**config.mk**
```make
export PLATFORM = sky130hd
export DESIGN_NAME = pippo_div_ctrl
export DESIGN_NICKNAME = d
export VERILOG_FILES = /design/src/rtl/pippo_div_ctrl.sv
export SDC_FILE = /design/constraint.sdc
export NUM_CORES = 1
export LEC_CHECK = 0
export ABC_AREA = 1
export BUFFER_PORTS_ARGS = -buffer_cell sky130_fd_sc_hd__buf_2
export CAP_MARGIN = 0
export CORE_MARGIN = 4
export CORE_UTILIZATION = 47
export CTS_CLUSTER_DIAMETER = 80
export CTS_CLUSTER_SIZE = 16
export DETAILED_ROUTE_END_ITERATION = 10
export PLACE_DENSITY = 0.87
export SLEW_MARGIN = 15
export SYNTH_ARGS = -nofsm -noshare
export SYNTH_HDL_FRONTEND = slang
export SYNTH_SLANG_ARGS = --single-unit
```
**constraint.sdc**
```tcl
create_clock -name clk -period 3 [get_ports clk]
set_input_delay 0 -clock clk [delete_from_list [all_inputs] [get_ports clk]]
set_output_delay 0 -clock clk [all_outputs]
set_load 0.1 [all_outputs]
```
**src/rtl/pippo_div_ctrl.sv**
```systemverilog
// Sequencing controller for the pippo 64/32 pipelined divider: operand magnitude conversion,
// gated pipeline enable, sign correction, and local resolution of divide-by-zero and overflow.
module pippo_div_ctrl #(
    parameter int unsigned D_WIDTH = 32,
    parameter int unsigned DIV_LAT = D_WIDTH + 1
) (
    input  logic                 clk,
    input  logic                 rst,
    input  logic                 req_valid,
    output logic                 req_ready,
    input  logic                 req_signed,
    input  logic [D_WIDTH-1:0]   req_a,
    input  logic [D_WIDTH-1:0]   req_b,
    input  logic                 req_kill,
    output logic                 rsp_valid,
    input  logic                 rsp_ready,
    output logic [D_WIDTH-1:0]   rsp_q,
    output logic [D_WIDTH-1:0]   rsp_r,
    output logic                 rsp_div0,
    output logic                 rsp_ovf,
    output logic                 div_ena,
    output logic [2*D_WIDTH-1:0] div_z,
    output logic [D_WIDTH-1:0]   div_d,
    input  logic [D_WIDTH-1:0]   div_q,
    input  logic [D_WIDTH-1:0]   div_s
);

    localparam int unsigned CntW = $clog2(DIV_LAT + 1);
    localparam logic [CntW-1:0] CntLast = CntW'(DIV_LAT - 1);
    localparam logic [D_WIDTH-1:0] MostNeg = {1'b1, {(D_WIDTH-1){1'b0}}};

    typedef enum logic [1:0] {StIdle, StRun, StDone} state_e;

    state_e              state_q, state_d;
    logic [CntW-1:0]     cnt_q;
    logic [D_WIDTH-1:0]  a_mag_q, b_mag_q;
    logic                neg_q_q, neg_r_q;
    logic                special_q, div0_q, ovf_q;
    logic [D_WIDTH-1:0]  spec_q_q, spec_r_q;

    logic                accept;
    logic                a_neg, b_neg;
    logic                is_div0, is_ovf, is_special;
    logic [D_WIDTH-1:0]  a_mag, b_mag;

    assign accept     = req_valid && (state_q == StIdle) && !req_kill;
    assign a_neg      = req_signed && req_a[D_WIDTH-1];
    assign b_neg      = req_signed && req_b[D_WIDTH-1];
    assign a_mag      = a_neg ? -req_a : req_a;
    assign b_mag      = b_neg ? -req_b : req_b;
    assign is_div0    = (req_b == '0);
    assign is_ovf     = req_signed && (req_a == MostNeg) && (req_b == '1);
    assign is_special = is_div0 || is_ovf;

    // State register
    always_ff @(posedge clk or posedge rst) begin
        if (rst) begin
            state_q <= StIdle;
        end else begin
            state_q <= state_d;
        end
    end

    // Next-state logic; kill overrides both completion and delivery
    always_comb begin
        state_d = state_q;
        unique case (state_q)
            StIdle: begin
                if (accept) begin
                    state_d = is_special ? StDone : StRun;
                end
            end
            StRun: begin
                if (req_kill) begin
                    state_d = StIdle;
                end else if (cnt_q == CntLast) begin
                    state_d = StDone;
                end
            end
            StDone: begin
                if (req_kill || rsp_ready) begin
                    state_d = StIdle;
                end
            end
            default: state_d = StIdle;
        endcase
    end

    // Operand, counter and special-result registers
    always_ff @(posedge clk or posedge rst) begin
        if (rst) begin
            cnt_q     <= '0;
            a_mag_q   <= '0;
            b_mag_q   <= '0;
            neg_q_q   <= 1'b0;
            neg_r_q   <= 1'b0;
            special_q <= 1'b0;
            div0_q    <= 1'b0;
            ovf_q     <= 1'b0;
            spec_q_q  <= '0;
            spec_r_q  <= '0;
        end else if (accept) begin
            cnt_q     <= '0;
            a_mag_q   <= a_mag;
            b_mag_q   <= b_mag;
            neg_q_q   <= req_signed && (req_a[D_WIDTH-1] ^ req_b[D_WIDTH-1]) && !is_div0;
            neg_r_q   <= a_neg;
            special_q <= is_special;
            div0_q    <= is_div0;
            ovf_q     <= is_ovf && !is_div0;
            spec_q_q  <= is_div0 ? '1 : MostNeg;
            spec_r_q  <= is_div0 ? req_a : '0;
        end else if (state_q == StRun) begin
            cnt_q <= cnt_q + 1'b1;
        end
    end

    assign div_z = {{D_WIDTH{1'b0}}, a_mag_q};
    assign div_d = b_mag_q;

    // Outputs; response data is only driven while a result is presented
    always_comb begin
        req_ready = 1'b0;
        div_ena   = 1'b0;
        rsp_valid = 1'b0;
        rsp_q     = '0;
        rsp_r     = '0;
        rsp_div0  = 1'b0;
        rsp_ovf   = 1'b0;
        unique case (state_q)
            StIdle: req_ready = 1'b1;
            StRun:  div_ena   = 1'b1;
            StDone: begin
                rsp_valid = 1'b1;
                if (special_q) begin
                    rsp_q    = spec_q_q;
                    rsp_r    = spec_r_q;
                    rsp_div0 = div0_q;
                    rsp_ovf  = ovf_q;
                end else begin
                    rsp_q = neg_q_q ? -div_q : div_q;
                    rsp_r = neg_r_q ? -div_s : div_s;
                end
            end
            default: ;
        endcase
    end

endmodule

```
==> summary by stage, run 1 <==
Outcome
The run finished with clean final reports.

Clock tree
The number of buffers inserted during clock tree synthesis is 9. The H-tree generated during clock tree synthesis spans 3 levels. After clock tree synthesis, the repair step resized 0 gates.

TritonCTS built the clock tree. In this run the deepest clock path goes through 2 buffers. The setup fix buffers added after clock tree synthesis is 0. For this design, the CTS-stage hold fixing added 34 buffers.

The number of sinks driven by the clock tree is 110. In this run the clock root is driven by a sky130_fd_sc_hd__clkbuf_16. The clock insertion delay at the later pin of the skew report is 350 ps. Clock-pin slew was measured on the worst setup and hold paths at ~80 ps.

Power and ir drop
The ratio of total power to cell area is around 1200 mW/mm^2. The worst supply voltage drop on vdd is roughly 0.00096 V. For this design the static power due to leakage is approximately 0.0062 uW.

Drt
The via count normalized by instance count is about 5.4. The overall via count from detail_route is 10.8k. The remaining routing DRC violations is 0. The first TritonRoute pass finished after 5 iterations. The total detailed-routing wirelength is 33000 um. The remaining antenna violation count after routing is 0. In this run, the number of DRC markers left after iteration 0 of detailed routing was 865. In the final routed layout, each cell accounts on average for around 16 um.

STA
The period utilization is 0.865. The count of final max-slew check failures was 0. The headroom to the max-slew limit is 0.258. The worst setup slack after layout is approximately 400 ps. Setup repair after global routing left no endpoint under its margin. The minimum clock period is approximately 2600 ps. Setup violations remaining at the end of the flow were counted as 0.

Timing would allow up to 0.385 GHz. On the final layout, the worst clock skew is around 8.4 ps. The final setup TNS is 0 ps. The number of hold-slack violations in the final timing report is 0. For the pin with the worst max-slew slack, the measured transition is 1110 ps.

Die
The effective utilization at floorplan is 0.485. The total number of placement rows is 50. The die covers between 0.02 and 0.025 mm^2.

The core outline area is approximately 0.019 mm^2. The number of ports placed on the die boundary is between 200 and 300. The die is roughly 150 um tall.

The die is 148 um wide.

Finish
The number of nets in the layout is between 1.5k and 2k. The share of cells above drive strength 1 is 0.204. The area growth from synthesis to layout is 27.3%.

The count of filler cells inserted in the layout is 1755.

Worst hold path
The path category of the worst min-delay check is in2reg. The startpoint identified for the worst hold timing path is req_b[11]. The number of instances on the worst hold path is 3.

For hold timing, the worst endpoint is div_d[11].

Yosys
Ranked by instance count, the synthesized netlist is headed by sky130_fd_sc_hd__nand2_1, sky130_fd_sc_hd__nor2_1, sky130_fd_sc_hd__inv_1. The most instantiated library cell after synthesis is sky130_fd_sc_hd__nand2_1. The most used flip-flop cell after synthesis is sky130_fd_sc_hd__dfrtp_1. After synthesis, the share of flip-flops with an asynchronous set or reset is 1.00.

Yosys mapped a number of flops with a built-in enable equal to 0. Each instance of the synthesized netlist takes up on average around 6.2 um^2. The post-synthesis instance area is slightly above 0.009 mm^2. The post-synthesis cell type with the largest combined area is sky130_fd_sc_hd__dfrtp_1.

Of the synthesized area, sequential elements account for 0.300. Counting every instance in the synthesized netlist gives about 1.5k. Of the post-synthesis cell area, the dominant cell type holds 0.300. The number of warnings reported in the yosys synthesis log is 0. Sorting the synthesized cells by area gives the leading types as sky130_fd_sc_hd__dfrtp_1, sky130_fd_sc_hd__nand2_1, sky130_fd_sc_hd__nand3_1. In this run, distinct cell masters in the synthesized netlist total 42.

The flop and latch count out of synthesis is 110.

Critical path
The category of the most critical setup path is reg2out. On the critical path, the stage with the largest delay is an instance of sky130_fd_sc_hd__dfrtp_1. The worst register-to-register path begins at state_q[1]. The worst register-to-register path has a setup slack of approximately 980 ps. For the worst flop-to-flop path, the logic depth is 7. The launching element type of the critical path is a register. Data on the critical path is required at its endpoint by around 3000 ps.

The dominant cell type by count on the critical path is sky130_fd_sc_hd__nor2_1. STA classifies the critical path endpoint as an output port. Along the worst path, the maximum fanout reaches 28. The delay of the slowest cell on the worst path is between 800 and 900 ps. The critical register-to-register path endpoint is state_q[1].

The data arrival time of the critical path is about 2600 ps. Traced cell by cell, the critical path runs through buf_4 -> inv_2 -> nor2_1 -> nor2_1 -> a21oi_1 -> nor2_1 -> nor2_2 -> buf_2.

Placed design
The weighted congestion reported at the end of routability-driven placement is a little under 1. The number of port buffers is roughly 270. The pre-CTS worst setup slack is slightly above 800 ps. The HPWL after detailed placement is ~26000 um.

Global route
Entering global routing, the biggest net connects approximately 120 pins. The global-route wire length before repair is approximately 50000 um. The via count of the first global-routing pass is around 9.9k. The total global routing overflow is 0.

The initial antenna violation count came to 0. For this run, the total global-route usage over all layers was measured as 0.288.

Job
The number of maximum-capacitance violations is 0.
==> flip-flops by register name, summed over array words and instances, names as in the netlist <==
name       flops
div_d         32
spec_q_q       2
ovf_q          1
cnt_q          6
special_q      1
state_q        2
a_mag_q       32
spec_r_q      32
neg_r_q        1
neg_q_q        1
==> cell usage in the layout, fill, tap and decap left out, types with 2 or more instances in the layout <==
| cell type | instances |
|---|---|
| sky130_fd_sc_hd__nand2_1 | 400 |
| sky130_fd_sc_hd__buf_2 | 235 |
| sky130_fd_sc_hd__nor2_1 | 186 |
| sky130_fd_sc_hd__inv_1 | 179 |
| sky130_fd_sc_hd__nand3_1 | 150 |
| sky130_fd_sc_hd__o21ai_0 | 111 |
| sky130_fd_sc_hd__dfrtp_1 | 110 |
| sky130_fd_sc_hd__a21oi_1 | 57 |
| sky130_fd_sc_hd__dlygate4sd3_1 | 34 |
| sky130_fd_sc_hd__conb_1 | 32 |
| sky130_fd_sc_hd__buf_12 | 31 |
| sky130_fd_sc_hd__xor2_1 | 28 |
| sky130_fd_sc_hd__nand4_1 | 22 |
| sky130_fd_sc_hd__nor3_1 | 20 |
| sky130_fd_sc_hd__o21ai_2 | 17 |
| sky130_fd_sc_hd__nor2_2 | 14 |
| sky130_fd_sc_hd__buf_4 | 14 |
| sky130_fd_sc_hd__a31oi_1 | 13 |
| sky130_fd_sc_hd__o22ai_2 | 13 |
| sky130_fd_sc_hd__o211ai_1 | 11 |
| sky130_fd_sc_hd__inv_2 | 9 |
| sky130_fd_sc_hd__clkbuf_16 | 9 |
| sky130_fd_sc_hd__nand3b_1 | 7 |
| sky130_fd_sc_hd__ha_1 | 7 |
| sky130_fd_sc_hd__o21ai_1 | 6 |
| sky130_fd_sc_hd__diode_2 | 3 |
| sky130_fd_sc_hd__o31ai_1 | 3 |
| sky130_fd_sc_hd__nor2_4 | 3 |
| sky130_fd_sc_hd__nand3_2 | 2 |
| sky130_fd_sc_hd__o21bai_1 | 2 |
| sky130_fd_sc_hd__and2_1 | 2 |
| sky130_fd_sc_hd__nor3b_1 | 2 |
| sky130_fd_sc_hd__clkinv_4 | 2 |
==> cell families after synthesis <==
group	share of synthesized area
buf+inv	0.132
other cells	0.000408
simple gates	0.377
fa+ha+maj	0.00954
compound gates	0.155
xor+xnor	0.0267
flops	0.300
==> metrics by stage <==
| step | utilization | hold slack, ps | cells | total power [uW] | area, um^2 |
|---|---|---|---|---|---|
| finish | 0.617 | 1.39 | 2011 | 13900 | 11700 |
| global route | 0.617 | 12.1 | 2008 | 14600 | 11700 |
| CTS | 0.617 | 3.80 | 2008 | 13900 | 11700 |
| detailed placement | 0.583 | 124 | 1959 | 12700 | 11000 |
| global placement | 0.583 | 116 | 1959 | 12600 | 11000 |
| floorplan | - | 138 | 1505 | 10300 | 9310 |
==> layer usage <==
metal	wire length (um)	global-route usage	vias up
met4	727	0.0708	0
met1	13600	0.384	4947
met5	0	0	-
li1	-	-	5219
met2	15400	0.485	553
met3	3260	0.0543	67
==> report_power, final <==
group | internal, uW | switching [uW]
sequential | 1940 | 334
combinational | 2050 | 8410
clock | 656 | 562
==> worst max-delay path: cells and delay by family (launching register included) <==
kind,cells,cell delay (ps)
buf+inv,3,780
flops,1,870
simple gates,4,450
compound gates,1,130
==> how the worst max path moves through the flow <==
| stage | from | to | slack [ps] | cells past startpoint |
|---|---|---|---|---|
| 6_report | neg_r_q | rsp_r[28] | 410 | 8 |
| 5_1_grt | neg_r_q | rsp_r[18] | 160 | 8 |
| 4_1_cts | neg_r_q | rsp_r[18] | 420 | 8 |
| 3_5_place_dp | neg_r_q | rsp_r[18] | 810 | 8 |
| 3_3_place_gp | neg_r_q | rsp_r[18] | 840 | 8 |
| 2_1_floorplan | special_q | rsp_div0 | 30 | 5 |
==> final cells by class <==
type                    instances  area [um^2]  share of cell area
multi-input cells            1120         5360               0.458
flip-flops and latches        110         2750               0.235
repair buffers                314         2240               0.192
inverters                     189          712              0.0609
well taps                     260          325              0.0278
clock buffers                  10          229              0.0196
clock inverters                 5         67.6             0.00578
diodes                          3         7.51            0.000642
(Power assumes the default switching activity.)
==> inputs of run 2 (changes only) <==
PLACE_DENSITY = 0.74   (was 0.87)
==> summary by stage, run 2 (synthesized netlist as in run 1, its figures left out) <==
Outcome
The flow ran to the end, and the final reports show no timing, DRC or antenna violations.

Finish
The library cell used most frequently in the layout, excluding fill and tap cells, is sky130_fd_sc_hd__nand2_1. The number of non-filler instances in the completed layout is 2003 (-0.40%). The area growth from synthesis to layout is 27.0%. The count of filler cells inserted in the layout is 1836 (+4.6%). The final antenna diode count was 0 (-3).

The number of nets in the layout is 1879 (-0.32%). The share of cells above drive strength 1 is 0.205 (+0.000586). In the layout the commonest cells are sky130_fd_sc_hd__nand2_1, sky130_fd_sc_hd__buf_2, sky130_fd_sc_hd__nor2_1.

Drt
The number of DRC markers after the initial detailed-route iteration is 683 (-21%). The remaining antenna violation count after routing is 0 (unchanged). The wire length per cell after detailed routing is 15.6 um (-4.8%). The remaining routing DRC violations is 0 (unchanged).

The total detailed-routing wirelength is 31300 um (-5.2%). The overall via count from detail_route is 10.5k (-2.5%). The via count normalized by instance count is 5.25 (-2.1%). The first-pass detailed-route iteration total is 7 (+2).

Clock tree
The number of buffers inserted during clock tree synthesis is 9 (unchanged). The number of buffers between clock root and the deepest sink came to 2 (unchanged). The clock-pin slew on the worst setup and hold paths is 80 ps (about the same). The hold buffer count at CTS is 29 (-15%). The number of gates given a new drive strength after cts is 0 (unchanged). The setup fix buffers added after clock tree synthesis is 0 (unchanged).

The number of sinks driven by the clock tree is 110 (unchanged). The maximum level of the CTS H-tree came to 3 (unchanged). TritonCTS built the clock tree. The clock insertion delay at the later pin of the skew report is 340 ps (about the same). The cell sitting at the root of the clock tree is a sky130_fd_sc_hd__clkbuf_16.

Critical path
The number of buffers and inverters on the critical path is 3 (unchanged). The dominant delay contributor by cell family on the critical path is flip-flops. The category of the most critical setup path is reg2out. The dominant cell type by count on the critical path is sky130_fd_sc_hd__nand2_1. The launching element type of the critical path is a register.

The required arrival time at the worst endpoint was 3000 ps (about the same). The data arrival time of the critical path came to 2530 ps (-60 ps). The signal on the critical path passes through nand2_1 -> nand2_1 -> inv_1 -> nand2_1 -> nand2_1 -> nand3_1 -> nand2_1 -> inv_1 -> buf_2. The worst setup path is captured at an output port. The critical path starts at neg_r_q. The maximum fanout count along the critical path is 26 (-7.1%). The launching point of the worst reg2reg path is state_q[1]. The slowest stage of the critical path is the sky130_fd_sc_hd__dfrtp_1 cell. The delay of the slowest cell on the worst path was 810 ps (-60 ps).

Placed design
The HPWL after detailed placement is 24700 um (-3.5%). The weighted congestion reported at the end of routability-driven placement came to 0.915 (-4.7%). The number of port buffers is 266 (unchanged). The pre-CTS worst setup slack was 717 ps (-88.5 ps).

The number of placed instances, taps included is 1958 (-0.051%).

STA
The count of final max-slew check failures was 0 (unchanged). The maximum clock frequency was 0.395 GHz (+2.4%). The slew of the pin with the lowest slew margin was 834 ps (-279 ps). The worst setup slack after layout is 467 ps (+61.6 ps). The worst setup skew after layout is 6.15 ps (-2.26 ps). The number of setup violations in the final report is 0 (unchanged). The final setup TNS is 0 ps (unchanged). The number of hold-slack violations in the final timing report was 0 (unchanged). The minimum clock period is 2530 ps (-61.6 ps). The worst hold slack is 11.6 ps (+10.2 ps). The period utilization is 0.844 (-0.0205).

The headroom to the max-slew limit was 0.444 (+0.186). Setup repair after global routing left no endpoint under its margin.

Power and ir drop
The worst supply voltage drop on vdd was 0.00134 V (+40%). The switching part of the total was 0.665 (-0.00168). The sequential fraction of design power is 0.163 (about the same). The ratio of total power to cell area is 1190 mW/mm^2 (about the same). The net switching power of the design is 9250 uW (-0.56%). The cell leakage power was 0.00617 uW (-0.21%). The internal portion of total power is 4650 uW (+0.20%). The logic gate share of total power came to 0.748 (-0.002). The share of total power in the clock network came to 0.089 (+0.002).

Die
The core outline area came to 0.0190 mm^2 (unchanged). The total number of placement rows is 50 (unchanged). The number of ports placed on the die boundary is 299 (unchanged). The effective utilization at floorplan came to 0.485 (unchanged).

The y dimension of the die is 148 um (unchanged). The area of the die came to 0.0218 mm^2 (unchanged). The die span in x is 148 um (unchanged).

Global route
The initial antenna violation count is 0 (unchanged). The highest-utilization routing layer at the global route stage is met2. The met1 capacity usage during global routing is 0.390 (+0.00648).

The via count of the first global-routing pass is 9796 (-1.2%). The global-route track usage on met2 is 0.450 (-0.0353). The global-route track usage on met3 is 0.0454 (-0.00889). The total global routing overflow is 0 (unchanged).

The maximum number of pins on one net before global-route repair is 119 (unchanged). The all-layer global routing usage was 0.278 (-0.00979). The global-route wire length before repair is 50200 um (-2.3%).

Job
The number of maximum-capacitance violations is 0 (unchanged).

Worst hold path
The source of the worst hold timing path is req_a[15]. In this run the worst hold path is classified as in2reg.
## run 2: stage by stage
stage | total power [uW] | utilization | area (um^2)
final | 13900 | 0.615 | 11700
after global routing | 14600 | 0.615 | 11700
after CTS | 13900 | 0.615 | 11700
after detailed placement | 12600 | 0.584 | 11100
after global placement | 12600 | 0.584 | 11100
after floorplan | 10300 | - | 9310
## run 2: per-layer routing
layer / part of all wire / wire length [um]
met5: 0 / 0
met1: 0.44 / 13800
met2: 0.45 / 14200
met4: 0.022 / 677
met3: 0.085 / 2650
## run 2: area by class of cell
class                           instances  area, um^2  share of cell area
Clock buffer                           10         229              0.0196
Clock inverter                          6        80.1             0.00686
Inverter                              189         712              0.0610
Multi-Input combinational cell       1120        5360               0.459
Sequential cell                       110        2750               0.236
Tap cell                              260         325              0.0279
Timing Repair Buffer                  308        2210               0.189
## run 2: worst reg2reg max path, cell delays in order (launching register included)
cell and delay (ps):
sky130_fd_sc_hd__dfrtp_1 400, sky130_fd_sc_hd__nor2_2 220, sky130_fd_sc_hd__nand3_4 120, sky130_fd_sc_hd__inv_2 320, sky130_fd_sc_hd__nand4_4 680, sky130_fd_sc_hd__o21ai_0 440
## run 2: path summary, 6_finish.rpt
| path | cells after the start | endpoint | slack, ps |
|---|---|---|---|
| worst max register to register | 5 | spec_r_q[23] | 710 |
| max in group asynchronous | 4 | spec_r_q[29] | 1890 |
| worst max-delay path | 9 | rsp_r[14] | 470 |
| worst min register to register | 2 | spec_q_q[31] | 460 |
| worst min-delay path | 3 | spec_r_q[15] | 10 |
| min in group asynchronous | 3 | cnt_q[0] | 400 |
## run 2: power by group through the flow
stage / logic, uW / clock network (uW) / registers (uW)
6_report: 10400 / 1240 / 2260
5_1_grt: 10900 / 1330 / 2330
4_1_cts: 10400 / 1270 / 2260
3_5_place_dp: 10400 / 0 / 2270
3_3_place_gp: 10300 / 0 / 2270
2_1_floorplan: 5090 / 0 / 5210
